`src/rtl/char_buffer_arbiter_pkg.sv`:
```
// Shared geometry, character codes and encodings for the 12x9 text buffer.
// Latency: none (declarations only).
// Backpressure: not applicable.
package char_buffer_arbiter_pkg;

    localparam int BUF_W  = 12;
    localparam int BUF_H  = 9;
    localparam int ADDR_W = 7;

    localparam logic [ADDR_W-1:0] BUF_W_A   = ADDR_W'(BUF_W);
    localparam logic [ADDR_W-1:0] LAST_ROW  = ADDR_W'(BUF_H - 1);
    localparam logic [ADDR_W-1:0] BUF_CELLS = ADDR_W'(BUF_W * BUF_H);
    localparam logic [ADDR_W-1:0] LAST_CELL = ADDR_W'(BUF_W * BUF_H - 1);
    localparam logic [ADDR_W-1:0] ADDR_ONE  = ADDR_W'(1);

    localparam logic [7:0] CLEAR_CHAR  = 8'h20;
    localparam logic [7:0] ASCII_SPACE = 8'h20;
    localparam logic [7:0] ASCII_BS    = 8'h08;
    localparam logic [7:0] ASCII_LF    = 8'h0A;
    localparam logic [7:0] ASCII_NUL   = 8'h00;

    typedef enum logic {
        ST_IDLE  = 1'b0,
        ST_CLEAR = 1'b1
    } state_e;

    // Identifies which source received the most recent grant.
    typedef enum logic {
        SRC_CPU = 1'b0,
        SRC_KB  = 1'b1
    } src_e;

endpackage

```
`src/rtl/char_buffer_arbiter_cursor_unit.sv`:
```
// Next-cursor and write request for one keyboard byte (printable, BS or LF).
// Latency: purely combinational.
// Backpressure: none; the caller decides when the result is committed.
module cursor_unit
    import char_buffer_arbiter_pkg::*;
(
    input  logic [ADDR_W-1:0] cursor_i,
    input  logic [7:0]        char_i,
    output logic [ADDR_W-1:0] nxt_cursor_o,
    output logic              we_o,
    output logic [ADDR_W-1:0] addr_o,
    output logic [7:0]        data_o
);

    logic [ADDR_W-1:0] row;

    // Decode the byte: backspace erases behind the cursor, LF jumps rows, anything else prints.
    always_comb begin
        row          = '0;
        nxt_cursor_o = cursor_i;
        we_o         = 1'b0;
        addr_o       = cursor_i;
        data_o       = char_i;
        if (char_i == ASCII_BS) begin
            // Backspace at the home cell is a no-op rather than wrapping to the end.
            if (cursor_i != '0) begin
                nxt_cursor_o = cursor_i - ADDR_ONE;
                we_o         = 1'b1;
                addr_o       = cursor_i - ADDR_ONE;
                data_o       = CLEAR_CHAR;
            end
        end else if (char_i == ASCII_LF) begin
            row = cursor_i / BUF_W_A;
            if (row == LAST_ROW) begin
                nxt_cursor_o = '0;
            end else begin
                nxt_cursor_o = (row + ADDR_ONE) * BUF_W_A;
            end
        end else begin
            we_o         = 1'b1;
            nxt_cursor_o = (cursor_i == LAST_CELL) ? '0 : cursor_i + ADDR_ONE;
        end
    end

endmodule

```
`src/rtl/char_buffer_arbiter.sv`:
```
// Single write port for the text buffer: arbitrates keyboard, CPU and clear sweep; owns the cursor.
// Latency: write port and cpu_ack registered, valid the cycle after the grant.
// Backpressure: kb_ready low while a byte is held; cpu_req held until cpu_ack; sweep defers both.
module char_buffer_arbiter
    import char_buffer_arbiter_pkg::*;
(
    input  logic              clk_i,
    input  logic              reset_i,
    input  logic              kb_valid_i,
    input  logic [7:0]        kb_char_i,
    output logic              kb_ready_o,
    input  logic              cpu_req_i,
    input  logic [ADDR_W-1:0] cpu_addr_i,
    input  logic [7:0]        cpu_data_i,
    output logic              cpu_ack_o,
    input  logic              clr_req_i,
    output logic              clr_busy_o,
    output logic              buf_we_o,
    output logic [ADDR_W-1:0] buf_addr_o,
    output logic [7:0]        buf_data_o,
    output logic [ADDR_W-1:0] cursor_o
);

    state_e            state_q, state_d;
    src_e              rr_last_q, rr_last_d;
    logic [ADDR_W-1:0] cnt_q, cnt_d;
    logic [ADDR_W-1:0] cursor_q, cursor_d;
    logic              kb_full_q, kb_full_d;
    logic [7:0]        kb_hold_q, kb_hold_d;
    logic              cpu_ack_q, cpu_ack_d;
    logic              clr_busy_q, clr_busy_d;
    logic              buf_we_q, buf_we_d;
    logic [ADDR_W-1:0] buf_addr_q, buf_addr_d;
    logic [7:0]        buf_data_q, buf_data_d;

    logic              cpu_pend;
    logic              grant_kb;
    logic [ADDR_W-1:0] cu_nxt;
    logic              cu_we;
    logic [ADDR_W-1:0] cu_addr;
    logic [7:0]        cu_data;

    cursor_unit u_cursor (
        .cursor_i     (cursor_q),
        .char_i       (kb_hold_q),
        .nxt_cursor_o (cu_nxt),
        .we_o         (cu_we),
        .addr_o       (cu_addr),
        .data_o       (cu_data)
    );

    // A request still high during its own ack cycle is the old one and must not be served twice.
    assign cpu_pend = cpu_req_i & ~cpu_ack_q;

    // Next-state: holding register, sweep, round-robin grant and the registered write port.
    always_comb begin
        state_d    = state_q;
        rr_last_d  = rr_last_q;
        cnt_d      = cnt_q;
        cursor_d   = cursor_q;
        kb_full_d  = kb_full_q;
        kb_hold_d  = kb_hold_q;
        cpu_ack_d  = 1'b0;
        clr_busy_d = (state_q == ST_CLEAR);
        buf_we_d   = 1'b0;
        buf_addr_d = buf_addr_q;
        buf_data_d = buf_data_q;
        grant_kb   = 1'b0;

        // NUL from the scancode lookup means "no character" and is swallowed on accept.
        if (kb_valid_i && !kb_full_q && (kb_char_i != ASCII_NUL)) begin
            kb_full_d = 1'b1;
            kb_hold_d = kb_char_i;
        end

        unique case (state_q)
            ST_IDLE: begin
                if (clr_req_i) begin
                    state_d    = ST_CLEAR;
                    cnt_d      = '0;
                    clr_busy_d = 1'b1;
                end else if (cpu_pend || kb_full_q) begin
                    grant_kb = kb_full_q && (!cpu_pend || (rr_last_q == SRC_CPU));
                    if (grant_kb) begin
                        rr_last_d  = SRC_KB;
                        kb_full_d  = 1'b0;
                        cursor_d   = cu_nxt;
                        buf_we_d   = cu_we;
                        if (cu_we) begin
                            buf_addr_d = cu_addr;
                            buf_data_d = cu_data;
                        end
                    end else begin
                        rr_last_d = SRC_CPU;
                        cpu_ack_d = 1'b1;
                        // Out-of-range targets are acknowledged but never reach the buffer.
                        if (cpu_addr_i < BUF_CELLS) begin
                            buf_we_d   = 1'b1;
                            buf_addr_d = cpu_addr_i;
                            buf_data_d = cpu_data_i;
                        end
                    end
                end
            end
            ST_CLEAR: begin
                buf_we_d   = 1'b1;
                buf_addr_d = cnt_q;
                buf_data_d = CLEAR_CHAR;
                if (cnt_q == LAST_CELL) begin
                    state_d  = ST_IDLE;
                    cursor_d = '0;
                end else begin
                    cnt_d = cnt_q + ADDR_ONE;
                end
            end
            default: state_d = ST_IDLE;
        endcase
    end

    // State and output registers; reset abandons any sweep and drops a held byte.
    always_ff @(posedge clk_i or posedge reset_i) begin
        if (reset_i) begin
            state_q    <= ST_IDLE;
            rr_last_q  <= SRC_CPU;
            cnt_q      <= '0;
            cursor_q   <= '0;
            kb_full_q  <= 1'b0;
            kb_hold_q  <= '0;
            cpu_ack_q  <= 1'b0;
            clr_busy_q <= 1'b0;
            buf_we_q   <= 1'b0;
            buf_addr_q <= '0;
            buf_data_q <= '0;
        end else begin
            state_q    <= state_d;
            rr_last_q  <= rr_last_d;
            cnt_q      <= cnt_d;
            cursor_q   <= cursor_d;
            kb_full_q  <= kb_full_d;
            kb_hold_q  <= kb_hold_d;
            cpu_ack_q  <= cpu_ack_d;
            clr_busy_q <= clr_busy_d;
            buf_we_q   <= buf_we_d;
            buf_addr_q <= buf_addr_d;
            buf_data_q <= buf_data_d;
        end
    end

    assign kb_ready_o = ~kb_full_q;
    assign cpu_ack_o  = cpu_ack_q;
    assign clr_busy_o = clr_busy_q;
    assign buf_we_o   = buf_we_q;
    assign buf_addr_o = buf_addr_q;
    assign buf_data_o = buf_data_q;
    assign cursor_o   = cursor_q;

endmodule
```
`config.mk`:
```
export PLATFORM = sky130hd
export DESIGN_NAME = char_buffer_arbiter
export DESIGN_NICKNAME = d
export VERILOG_FILES = /design/src/rtl/char_buffer_arbiter_pkg.sv /design/src/rtl/char_buffer_arbiter_cursor_unit.sv /design/src/rtl/char_buffer_arbiter.sv
export SDC_FILE = /design/constraint.sdc
export NUM_CORES = 1
export LEC_CHECK = 0
export CAP_MARGIN = 10
export CORE_ASPECT_RATIO = 1.25
export CORE_MARGIN = 8
export CORE_UTILIZATION = 40
export DETAILED_ROUTE_END_ITERATION = 7
export GPL_ROUTABILITY_DRIVEN = 1
export PLACE_DENSITY_LB_ADDON = 0.05
export SLEW_MARGIN = 20
export SYNTH_ARGS = -nofsm -noshare
export SYNTH_HDL_FRONTEND = slang
export SYNTH_HIERARCHICAL = 1
export SYNTH_SLANG_ARGS = --single-unit
```
`constraint.sdc`:
```
create_clock -name clk_i -period 4.3 [get_ports clk_i]
set_input_delay 0.645 -clock clk_i [delete_from_list [all_inputs] [get_ports clk_i]]
set_output_delay 0.645 -clock clk_i [all_outputs]
set_load 0.01 [all_outputs]
```
# Word level (Yosys, flattened, before mapping)
# Cells that the tools add are included.
# classes
addsub,4
n_mul,1
div_mod_pow,1
order_cmp,1
n_eq_ne,13
muxes,50
n_bitwise,6
reduce_logical,13
# op_table
operator,count
$mux 7,17
$mux 8,7
$pmux 7 s2,3
$add 7x1->7 const B,3
$mux 1,20
$eq 8x4->1 const B,2
$pmux 8 s2,1
$eq 7x7->1 const B,2
$ne 2x2->1 const B,5
$reduce_and 4->1,2
$reduce_bool 8->1,1
$div 7x4->7 const B,1
$eq 7x4->1 const B,1
$lt 7x7->1 const B,1
$mul 7x2->5 const B,1
$reduce_bool 7->1,1
$sub 7x1->7 const B,1
$ne 3x3->1 const B,2
$not 1->1,5
$pmux 1 s2,2
$logic_and 1x1->1,3
$reduce_and 3->1,1
$logic_not 1->1,2
$logic_or 1x1->1,2
3 further kinds,3
# word_totals
ff_bits,43
inputBits,28
output_inout_bits,26
wordCells,100

# Depth between registers and ports, before layout
# Gate-level depths: netlist (run 1).
# logic_depth
depth_word,10
ltp_mapped,16
depth_no_buf,15

# Modules after synthesis
# The synthesis (run 1) kept the hierarchy.
# modules_own_cells
module,n_inst,cells_per_inst,area_each_um2,seq_area_each_um2
char_buffer_arbiter,1,198,2100.8,1076.0
cursor_unit,1,137,849.6,0.0

# Worst setup path before layout (run 1)
# OpenSTA, ideal clock, no wires.
# synth_path
path_type,register to register
start,register cursor_q[5] (netlist: cursor_o[5])
end,register cursor_q[5] (netlist: cursor_o[5])
setup_time_ps,125
t_arrival_ps,3036
required_time_ps,4175
setup_slack_ps,1140
stages_incl_launch_ff,17
path_buffers,2
period_less_slack_ps,3160
path_cell_list,dfrtp_1 -> clkbuf_1 -> clkbuf_1 -> nand2_1 -> o221ai_1 -> a221oi_1 -> inv_1 -> ha_1 -> inv_1 -> xnor2_1 -> xnor2_1 -> ha_1 -> a21oi_1 -> xnor2_1 -> o21ai_0 -> nor2b_1 -> mux2_2
# synth_between
elab_chain_cells,10
word_cells_on_any_way,17
cone_classes,add/sub: 3; mul: 1; div: 1; eq/ne: 2; mux: 9; reduce/logical: 1
# synth_lines
element,line,source
from (decl),char_buffer_arbiter.sv:27,"logic [ADDR_W-1:0] cursor_q, cursor_d;"
from (signal assigned),char_buffer_arbiter.sv:138,cursor_q <= cursor_d;
$div 7x4->7,char_buffer_arbiter_cursor_unit.sv:33,row = cursor_i / BUF_W_A;
$add 7x1->7,char_buffer_arbiter_cursor_unit.sv:37,nxt_cursor_o = (row + ADDR_ONE) * BUF_W_A;
$mul 7x2->5,char_buffer_arbiter_cursor_unit.sv:37,
$mux 7,char_buffer_arbiter_cursor_unit.sv:34,if (row == LAST_ROW) begin
$mux 7,char_buffer_arbiter_cursor_unit.sv:32,end else if (char_i == ASCII_LF) begin
$mux 7 *,char_buffer_arbiter_cursor_unit.sv:24,if (char_i == ASCII_BS) begin
via cu_nxt[5],char_buffer_arbiter.sv:38,logic [ADDR_W-1:0] cu_nxt;
$mux 7 *,char_buffer_arbiter.sv:84,if (grant_kb) begin
$mux 7 *,char_buffer_arbiter.sv:82,end else if (cpu_pend || kb_full_q) begin
$mux 7 *,char_buffer_arbiter.sv:78,if (clr_req_i) begin
$pmux 7 s2 *,char_buffer_arbiter.sv:76,unique case (state_q)
# Mark *: on every way through the listed nets, which the timed path passes. The rest lies on a longest branch. The select of a mux whose other input is x is not followed.
# A chain may end at the register's enable or synchronous reset.

# Final worst setup path (run 1)
# layout_path
start,register cursor_q[6] (netlist: cursor_o[6])
end,register cursor_q[5] (netlist: cursor_o[5])
# Same word-level chain as after synthesis.

==> results list, run 1 <==
- Run status: completed
- Resize count post-CTS: 0
- Number of hold buffers added after cts: 0
* I/O Buffers: 53
- Unrepaired setup endpoints after global routing: no
- Maximum number of pins on one net before global-route repair: 44
* Family with the most delay on the worst path: compound AO/OA/AOI/OAI gates
- The slowest stage of the critical path is the sky130_fd_sc_hd__dfrtp_1 cell.
- The die is 112 um tall.
- The tightest min-delay check is of the flop to flop type.
- I/O pin count: 54
- The detail route stage leaves a number of antenna-violating nets equal to 0.
- Total power for the finished layout comes to 1.43 mW.
* Cell Pwr Density: 393 nW/um^2
* Die Outline Area: 10400 um^2
- Post-route DRC violation count: 0
* GRT Total Usage: 0.159
* Number of global-route vias before repair: 2656
- Number of enable-type register cells in the synthesized netlist: 0
* Total number of vias: 2690
* Setup violators final: 0
- Required time of the critical path: 4.49 ns
- After synthesis the cells add up to 2950 um^2.
- Achievable frequency: 273 MHz
- CTS tree: built
* Primary flip-flop cell chosen by synthesis mapping: sky130_fd_sc_hd__dfrtp_1
- Clock latency at the later pin of the worst-skew pair: 0.30 ns
- Row count: 35
- Average wire per cell in the routed design: 17.8 um
- Leading area contributor after synthesis: sky130_fd_sc_hd__dfrtp_1
* Count of antenna diodes in the layout: 0
- For met2 alone, demand over resource in global routing was 0.270.
- The number of setup buffers added after CTS is 0.
- CTS root buffer: sky130_fd_sc_hd__clkbuf_8
* CTS Buf Count: 5
- Setup TNS after final layout: 0 ns
- Avg Inst Size Synth: 8.81 um^2
- 1st-pass router iterations: 4
- Global-route wire length before repair: 13.6 mm
- The layer flagged by global routing as most heavily used is met2.
- H-tree lvl count: 2
* Clk sink count: 43
- Share of post-route cells with drive strength above 1: 0.107
- Syn. warnings: 6
- Number of violations reported at the end of detailed-routing iteration 0: 149
- Dominant cells by area after synthesis: sky130_fd_sc_hd__dfrtp_1, sky130_fd_sc_hd__mux2_2, sky130_fd_sc_hd__nand2_1
- Data on the critical path arrives at its endpoint at 3.86 ns.
- For this run, the share of the core covered by cells in the final layout is 0.499.
- After detailed routing, the total wire length is 8.26 mm.
- For this run, the slowest stage of the critical path takes 0.65 ns.
- Post-detailed-placement half-perimeter wirelength: 6.13 mm
* Met1 usage in global routing: 0.200
* Post-CTS clock slew at the launch and capture registers of the worst setup and hold paths: 0.09 ns
* Ordered list of cells on the worst path: nor2_1 > a21oi_1 > o221ai_1 > a221oi_1 > inv_1 > ha_1 > inv_1 > xnor2_1 > xnor2_1 > ha_1 > a21oi_1 > xnor2_1 > o21ai_0 > nor2b_1 > mux2_2
- Worst-case headroom to the max-slew limit: 0.539
* Horiz. Die Dim: 92.8 um
* Yosys cell types: 56
- Max capacitance violation total: 0
- Cell mode on critical path: sky130_fd_sc_hd__xnor2_1
- Of the post-synthesis cell area, the dominant cell type holds 0.365.
* Synthesized Nets: 371
* Proportion of synthesized flip-flops having asynchronous set or reset: 1.00
- Post-synthesis cell count: 335
- Final-report hold violation count: 0
- At the pin with the least slew margin, the transition time is 0.692 ns.
* Final RePlAce weighted congestion: 0.855
- The max-slew violation count came to 0.
- Antenna violations before repair: 0
* Most instantiated library cell after synthesis: sky130_fd_sc_hd__dfrtp_1
* Peak supply drop: 283 uV
- The total overflow left after global routing is 0.
- After detailed routing, the number of vias per cell comes to 5.78.
- Buffering stage count on the worst path with inverters included: 2
- Final period demand of the worst path: 3.67 ns
- The initial utilization of the core area, before any placement, comes to 0.406.
* Critical-path maximum fanout: 15
- Placeable Area: 7270 um^2
* Leakage power figure: 1.44 nW
- Maximum buffer depth of the clock tree: 2
* Worst-case register-to-register setup slack: 0.63 ns
- Final worst path period share: 0.853
* Type of origin of the critical path: flop
- GR met3 Demand/Resource: 0.0274
* Critical Path Sink Type: flop
* Top cells by count, synth: sky130_fd_sc_hd__dfrtp_1, sky130_fd_sc_hd__nand2_1, sky130_fd_sc_hd__inv_1
- Synthesis inferred 43 register bits.
- Worst setup path category: flop to flop
* Fraction of the yosys area taken by sequential cells: 0.365
* Setup clock skew after layout: 0.00607 ns
- Total Nets Final: 408
* Layout Area Growth over Synthesis: 22.9%
==> flip-flops by register name, summed over array words and instances (netlist names) <==
| signal | cells |
|---|---|
| buf_data_o | 8 |
| kb_hold_q | 8 |
| buf_addr_o | 7 |
| cnt_q | 7 |
| cursor_o | 7 |
| buf_we_o | 1 |
| clr_busy_o | 1 |
| cpu_ack_o | 1 |
| kb_full_q | 1 |
| rr_last_q | 1 |
| state_q | 1 |
==> final timing paths <==
path / startpoint / to / depth (start not counted)
setup / recovery: cursor_o[6]$_DFFE_PP0P_ / cursor_o[5]$_DFFE_PP0P_ / 15
max in group asynchronous: reset_i / cnt_q[4]$_DFFE_PP0P_ / 3
setup reg to reg: cursor_o[6]$_DFFE_PP0P_ / cursor_o[5]$_DFFE_PP0P_ / 15
hold / removal: rr_last_q$_DFFE_PP0P_ / rr_last_q$_DFFE_PP0P_ / 1
hold reg to reg: rr_last_q$_DFFE_PP0P_ / rr_last_q$_DFFE_PP0P_ / 1
min in group asynchronous: reset_i / buf_data_o[1]$_DFFE_PP0P_ / 3
==> routing by layer <==
layer | share of wire | routed length (um)
met5 | 0 | 0
met4 | 0.012 | 100
met3 | 0.042 | 350
met2 | 0.51 | 4190
met1 | 0.44 | 3620
==> cells in the final DEF (no fill, tap or decap), types with 9 or more instances in the layout <==
| master | synthesis | routed |
|---|---|---|
| sky130_fd_sc_hd__nand2_1 | 28 | 28 |
| sky130_fd_sc_hd__dfrtp_1 | 43 | 43 |
| sky130_fd_sc_hd__nor2b_1 | 9 | 9 |
| sky130_fd_sc_hd__xnor2_1 | 9 | 9 |
| sky130_fd_sc_hd__nor2_1 | 15 | 15 |
| sky130_fd_sc_hd__a221oi_1 | 9 | 9 |
| sky130_fd_sc_hd__mux2i_1 | 9 | 9 |
| sky130_fd_sc_hd__a21oi_1 | 17 | 17 |
| sky130_fd_sc_hd__nand4_1 | 11 | 11 |
| sky130_fd_sc_hd__nor3_1 | 18 | 18 |
| sky130_fd_sc_hd__inv_1 | 19 | 18 |
| sky130_fd_sc_hd__clkdlybuf4s50_1 | 0 | 53 |
| sky130_fd_sc_hd__o21ai_0 | 17 | 17 |
| sky130_fd_sc_hd__mux2_2 | 14 | 14 |
==> through the flow <==
step | hold WS [ns] | instances | area [um^2] | worst slack [ns]
finish | 0.512 | 465 | 3630 | 0.632
global route | 0.552 | 465 | 3630 | 0.263
CTS | 0.513 | 465 | 3630 | 0.693
detailed placement | 0.498 | 457 | 3510 | 0.710
global placement | 0.494 | 457 | 3510 | 0.851
floorplan | 0.464 | 335 | 2950 | 1.14
==> worst register-to-register path: stages, from the launching register on <==
cell and delay [ns]:
sky130_fd_sc_hd__dfrtp_1 0.65, sky130_fd_sc_hd__nor2_1 0.19, sky130_fd_sc_hd__a21oi_1 0.20, sky130_fd_sc_hd__o221ai_1 0.14, sky130_fd_sc_hd__a221oi_1 0.55, sky130_fd_sc_hd__inv_1 0.15
sky130_fd_sc_hd__ha_1 0.22, sky130_fd_sc_hd__inv_1 0.14, sky130_fd_sc_hd__xnor2_1 0.21, sky130_fd_sc_hd__xnor2_1 0.11, sky130_fd_sc_hd__ha_1 0.20, sky130_fd_sc_hd__a21oi_1 0.18
sky130_fd_sc_hd__xnor2_1 0.14, sky130_fd_sc_hd__o21ai_0 0.08, sky130_fd_sc_hd__nor2b_1 0.14, sky130_fd_sc_hd__mux2_2 0.28
==> where the power goes <==
group / internal (mW) / leakage [nW] / switching [mW] / total [mW]
Combinational: 0.244 / 0.852 / 0.227 / 0.470
Clock: 0.173 / 0.0581 / 0.150 / 0.323
Sequential: 0.508 / 0.530 / 0.126 / 0.634
Total: 0.924 / 1.44 / 0.502 / 1.43
==> final cells by class <==
class	count	area, um^2
clock buffer	5	68.8
timing repair buffer	55	546
sequential	43	1080
inverter	19	71.3
clock inverter	3	43.8
tap	92	115
multi-input combinational	248	1710
fill	735	3640
==> cell families after synthesis <==
kind of cell             Yosys count  synth area share
AO/OA/AOI/OAI                     79             0.186
AND/OR/NAND/NOR                  127             0.240
XOR/XNOR                          11            0.0327
flip-flops                        43             0.365
adder cells (fa/ha/maj)            8            0.0339
multiplexers                      23            0.0840
buffers and inverters             44            0.0594
No activity file was read; power rests on OpenSTA's default activity.
==> inputs of run 2 (changes only) <==
Settings changed: GPL_TIMING_DRIVEN set to 0, SLEW_MARGIN 20 to 10.
==> run 2 against run 1 <==
Wire length increased by 0.41%. Setup slack worse by 0.15 ns. Sequential cell count unchanged. Sequential share of layout area fell by 0.62 points. Non-clock buffer count grew 24. Critical endpoint unchanged. Critical path depth grew 1. Sequential power decreased by 3.9%. Register-to-register slack worse by 0.15 ns.
==> results list, run 2 (synthesis gave the netlist of run 1 again) <==
* Post-detailed-placement half-perimeter wirelength: 6.59 mm (was 6.13 mm)
* Peak supply drop: 176 uV (was 283 uV)
* 1st-pass router iterations: 4 (unchanged)
* Run status: completed (unchanged)
- The number of design-rule violations left by the first detailed-router iteration came to 110 (was 149).
- Tightest hold margin: 0.513 ns (was 0.512 ns)
- The cell repeated most along the worst path is sky130_fd_sc_hd__xnor2_1 (unchanged).
- The total of max-cap violations is 0 (unchanged).
- Antenna violations before repair: 0 (unchanged)
- The critical path launch point type is a flop (unchanged).
- The via count of the first global-routing pass came to 2833 (was 2656).
* Final-report hold violation count: 0 (unchanged)
- The wire length on met3 is 330 um (was 350 um).
* I/O Buffers: 53 (unchanged)
* Leakage power figure: 1.48 nW (was 1.44 nW)
* Final worst path period share: 0.888 (was 0.853)
* Setup violators final: 0 (unchanged)
* CTS Buf Count: 5 (unchanged)
- Total number of vias: 2767 (was 2690)
* Final period demand of the worst path: 3.82 ns (was 3.67 ns)
* Maximum number of pins on one net before global-route repair: 29 (was 44)
- Power Total: 1.39 mW (was 1.43 mW)
- The total instance count after detailed placement is 481 (was 457).
- The global placement routability congestion was 0.923 (was 0.855).
- The number of setup buffers added after CTS is 0 (unchanged).
- Cell Pwr Density: 375 nW/um^2 (was 393 nW/um^2)
- Horiz. Die Dim: 92.8 um (unchanged)
- Unrepaired setup endpoints after global routing: no (unchanged)
* Setup TNS after final layout: 0 ns (unchanged)
- H-tree lvl count: 2 (unchanged)
- The number of sinks handled by clock tree synthesis was 43 (unchanged).
- The max-slew violation count came to 0 (unchanged).
* CTS root buffer: sky130_fd_sc_hd__clkbuf_8 (unchanged)
* Top layer reached by signal wires: met4 (unchanged)
- Total Nets Final: 432 (was 408)
- Global-route wire length before repair: 14.2 mm (was 13.6 mm)
* Setup clock skew after layout: 0.00775 ns (was 0.00607 ns)
* Ordered list of cells on the worst path: clkbuf_1 > clkbuf_1 > nand2_1 > o221ai_1 > a221oi_1 > inv_1 > ha_1 > inv_1 > xnor2_1 > xnor2_1 > ha_1 > a21oi_1 > xnor2_1 > o21ai_0 > nor2b_1 > mux2_2 (was nor2_1 > a21oi_1 > o221ai_1 > a221oi_1 > inv_1 > ha_1 > inv_1 > xnor2_1 > xnor2_1 > ha_1 > a21oi_1 > xnor2_1 > o21ai_0 > nor2b_1 > mux2_2)
- The antenna cell count is 0 (unchanged).
* CTS tree: built (unchanged)
* DIE HEIGHT: 112 um (unchanged)
- Number of hold buffers added after cts: 0 (unchanged)
- The number of design rule violations left after detail routing came to 0 (unchanged).
- The overall fraction of global-route tracks in use was 0.167 (was 0.159).
* Worst endpoint data arrival time: 3.99 ns (was 3.86 ns)
- I/O pin count: 54 (unchanged)
- The headroom to the max-slew limit came to 0.538 (was 0.539).
- Share of post-route cells with drive strength above 1: 0.111 (was 0.107)
- Worst setup path category: flop to flop (unchanged)
- Finished Layout Cells: 488 (was 465)
- The post-cts resize count came to 0 (unchanged).
- Required time of the critical path: 4.48 ns (was 4.49 ns)
- Total length of routed wires: 8.29 mm (was 8.26 mm)
* Buffering stage count on the worst path with inverters included: 4 (was 2)
- The critical-path cell with the highest stage delay is sky130_fd_sc_hd__a221oi_1 (was sky130_fd_sc_hd__dfrtp_1).
- The core footprint came to 7270 um^2 (unchanged).
- The largest fanout of any net on the critical path was 10 (was 15).
- The number of buffers between clock root and the deepest sink came to 2 (unchanged).
* Critical Path Sink Type: flop (unchanged)
- Achievable frequency: 262 MHz (was 273 MHz)
- Met2 wire length: 4.18 mm (was 4.19 mm)
* Clock latency at the later pin of the worst-skew pair: 0.29 ns (was 0.30 ns)
- Most frequent standard cell in the layout excluding fill and tap cells: sky130_fd_sc_hd__clkdlybuf4s50_1 (unchanged)
* Average wire per cell in the routed design: 17.0 um (was 17.8 um)
- Row count: 35 (unchanged)
* Commonest cells after routing, fill and taps aside: sky130_fd_sc_hd__clkdlybuf4s50_1, sky130_fd_sc_hd__dfrtp_1, sky130_fd_sc_hd__nand2_1 (unchanged)
- The clock-pin slew reported for the worst setup and hold paths after clock tree synthesis was 0.08 ns (was 0.09 ns).
- Slowest stage delay, CP: 0.62 ns (was 0.65 ns)
- The overflow left after global routing came to 0 (unchanged).
* Family with the most delay on the worst path: compound AO/OA/AOI/OAI gates (unchanged)
- The transition at the pin with the smallest max-transition slack came to 0.693 ns (was 0.692 ns).
- Hold Path Class: flop to flop (unchanged)
* Avg Vias per Cell: 5.67 (was 5.78)
* Die Outline Area: 10400 um^2 (unchanged)
- Routed length on met1: 3.56 mm (was 3.62 mm)
* Remaining number of nets flagged by the antenna check after routing: 0 (unchanged)
* Layout Area Growth over Synthesis: 25.5% (was 22.9%)
* Initial standard-cell utilization of the core: 0.406 (unchanged)
## run 2: changes by cell type in the layout (fill, tap and decap cells not counted), sizes merged
cell	delta
clkbuf	+19
bufinv	-1
clkinv	-2
buf	+6
inv	+1
## run 2: worst paths after layout
check                           cells past startpoint                      from  slack [ns]                   endpoint
worst max-delay path                               16   cursor_o[5]$_DFFE_PP0P_        0.48    cursor_o[5]$_DFFE_PP0P_
worst min-delay path                                1  kb_hold_q[1]$_DFFE_PP0P_        0.51   kb_hold_q[1]$_DFFE_PP0P_
worst max register to register                     16   cursor_o[5]$_DFFE_PP0P_        0.48    cursor_o[5]$_DFFE_PP0P_
worst min register to register                      1  kb_hold_q[1]$_DFFE_PP0P_        0.51   kb_hold_q[1]$_DFFE_PP0P_
max in group asynchronous                           3                   reset_i        3.17          state_q$_DFF_PP0_
min in group asynchronous                           2                   reset_i        0.65  buf_data_o[0]$_DFFE_PP0P_
## run 2: metrics by stage
stage / worst slack [ns] / area, um^2 / utilization
6_report: 0.484 / 3700 / 0.509
4_1_cts: 0.461 / 3700 / 0.509
3_3_place_gp: 0.521 / 3600 / 0.495
5_1_grt: 0.0469 / 3700 / 0.509
2_1_floorplan: 1.14 / 2950 / -
3_5_place_dp: 0.478 / 3620 / 0.497
## run 2: report_power, final
part           internal, mW  switching, mW
clock                 0.126          0.137
sequential            0.508          0.101
combinational         0.262          0.257
total                 0.896          0.494
## run 2: layout make-up
class / count / area, um^2
Fill cell: 732 / 3570
Multi-Input combinational cell: 248 / 1700
Sequential cell: 43 / 1080
Timing Repair Buffer: 54 / 551
Tap cell: 92 / 115
Buffer: 25 / 104
Clock buffer: 6 / 82.6
Inverter: 19 / 71.3
Clock inverter: 1 / 5.00
## run 2: per-layer routing
metal,up-vias,GRT usage
met5,-,0
met4,0,0.0700
met3,17,0.0307
met2,64,0.276
met1,1334,0.206
li1,1352,-
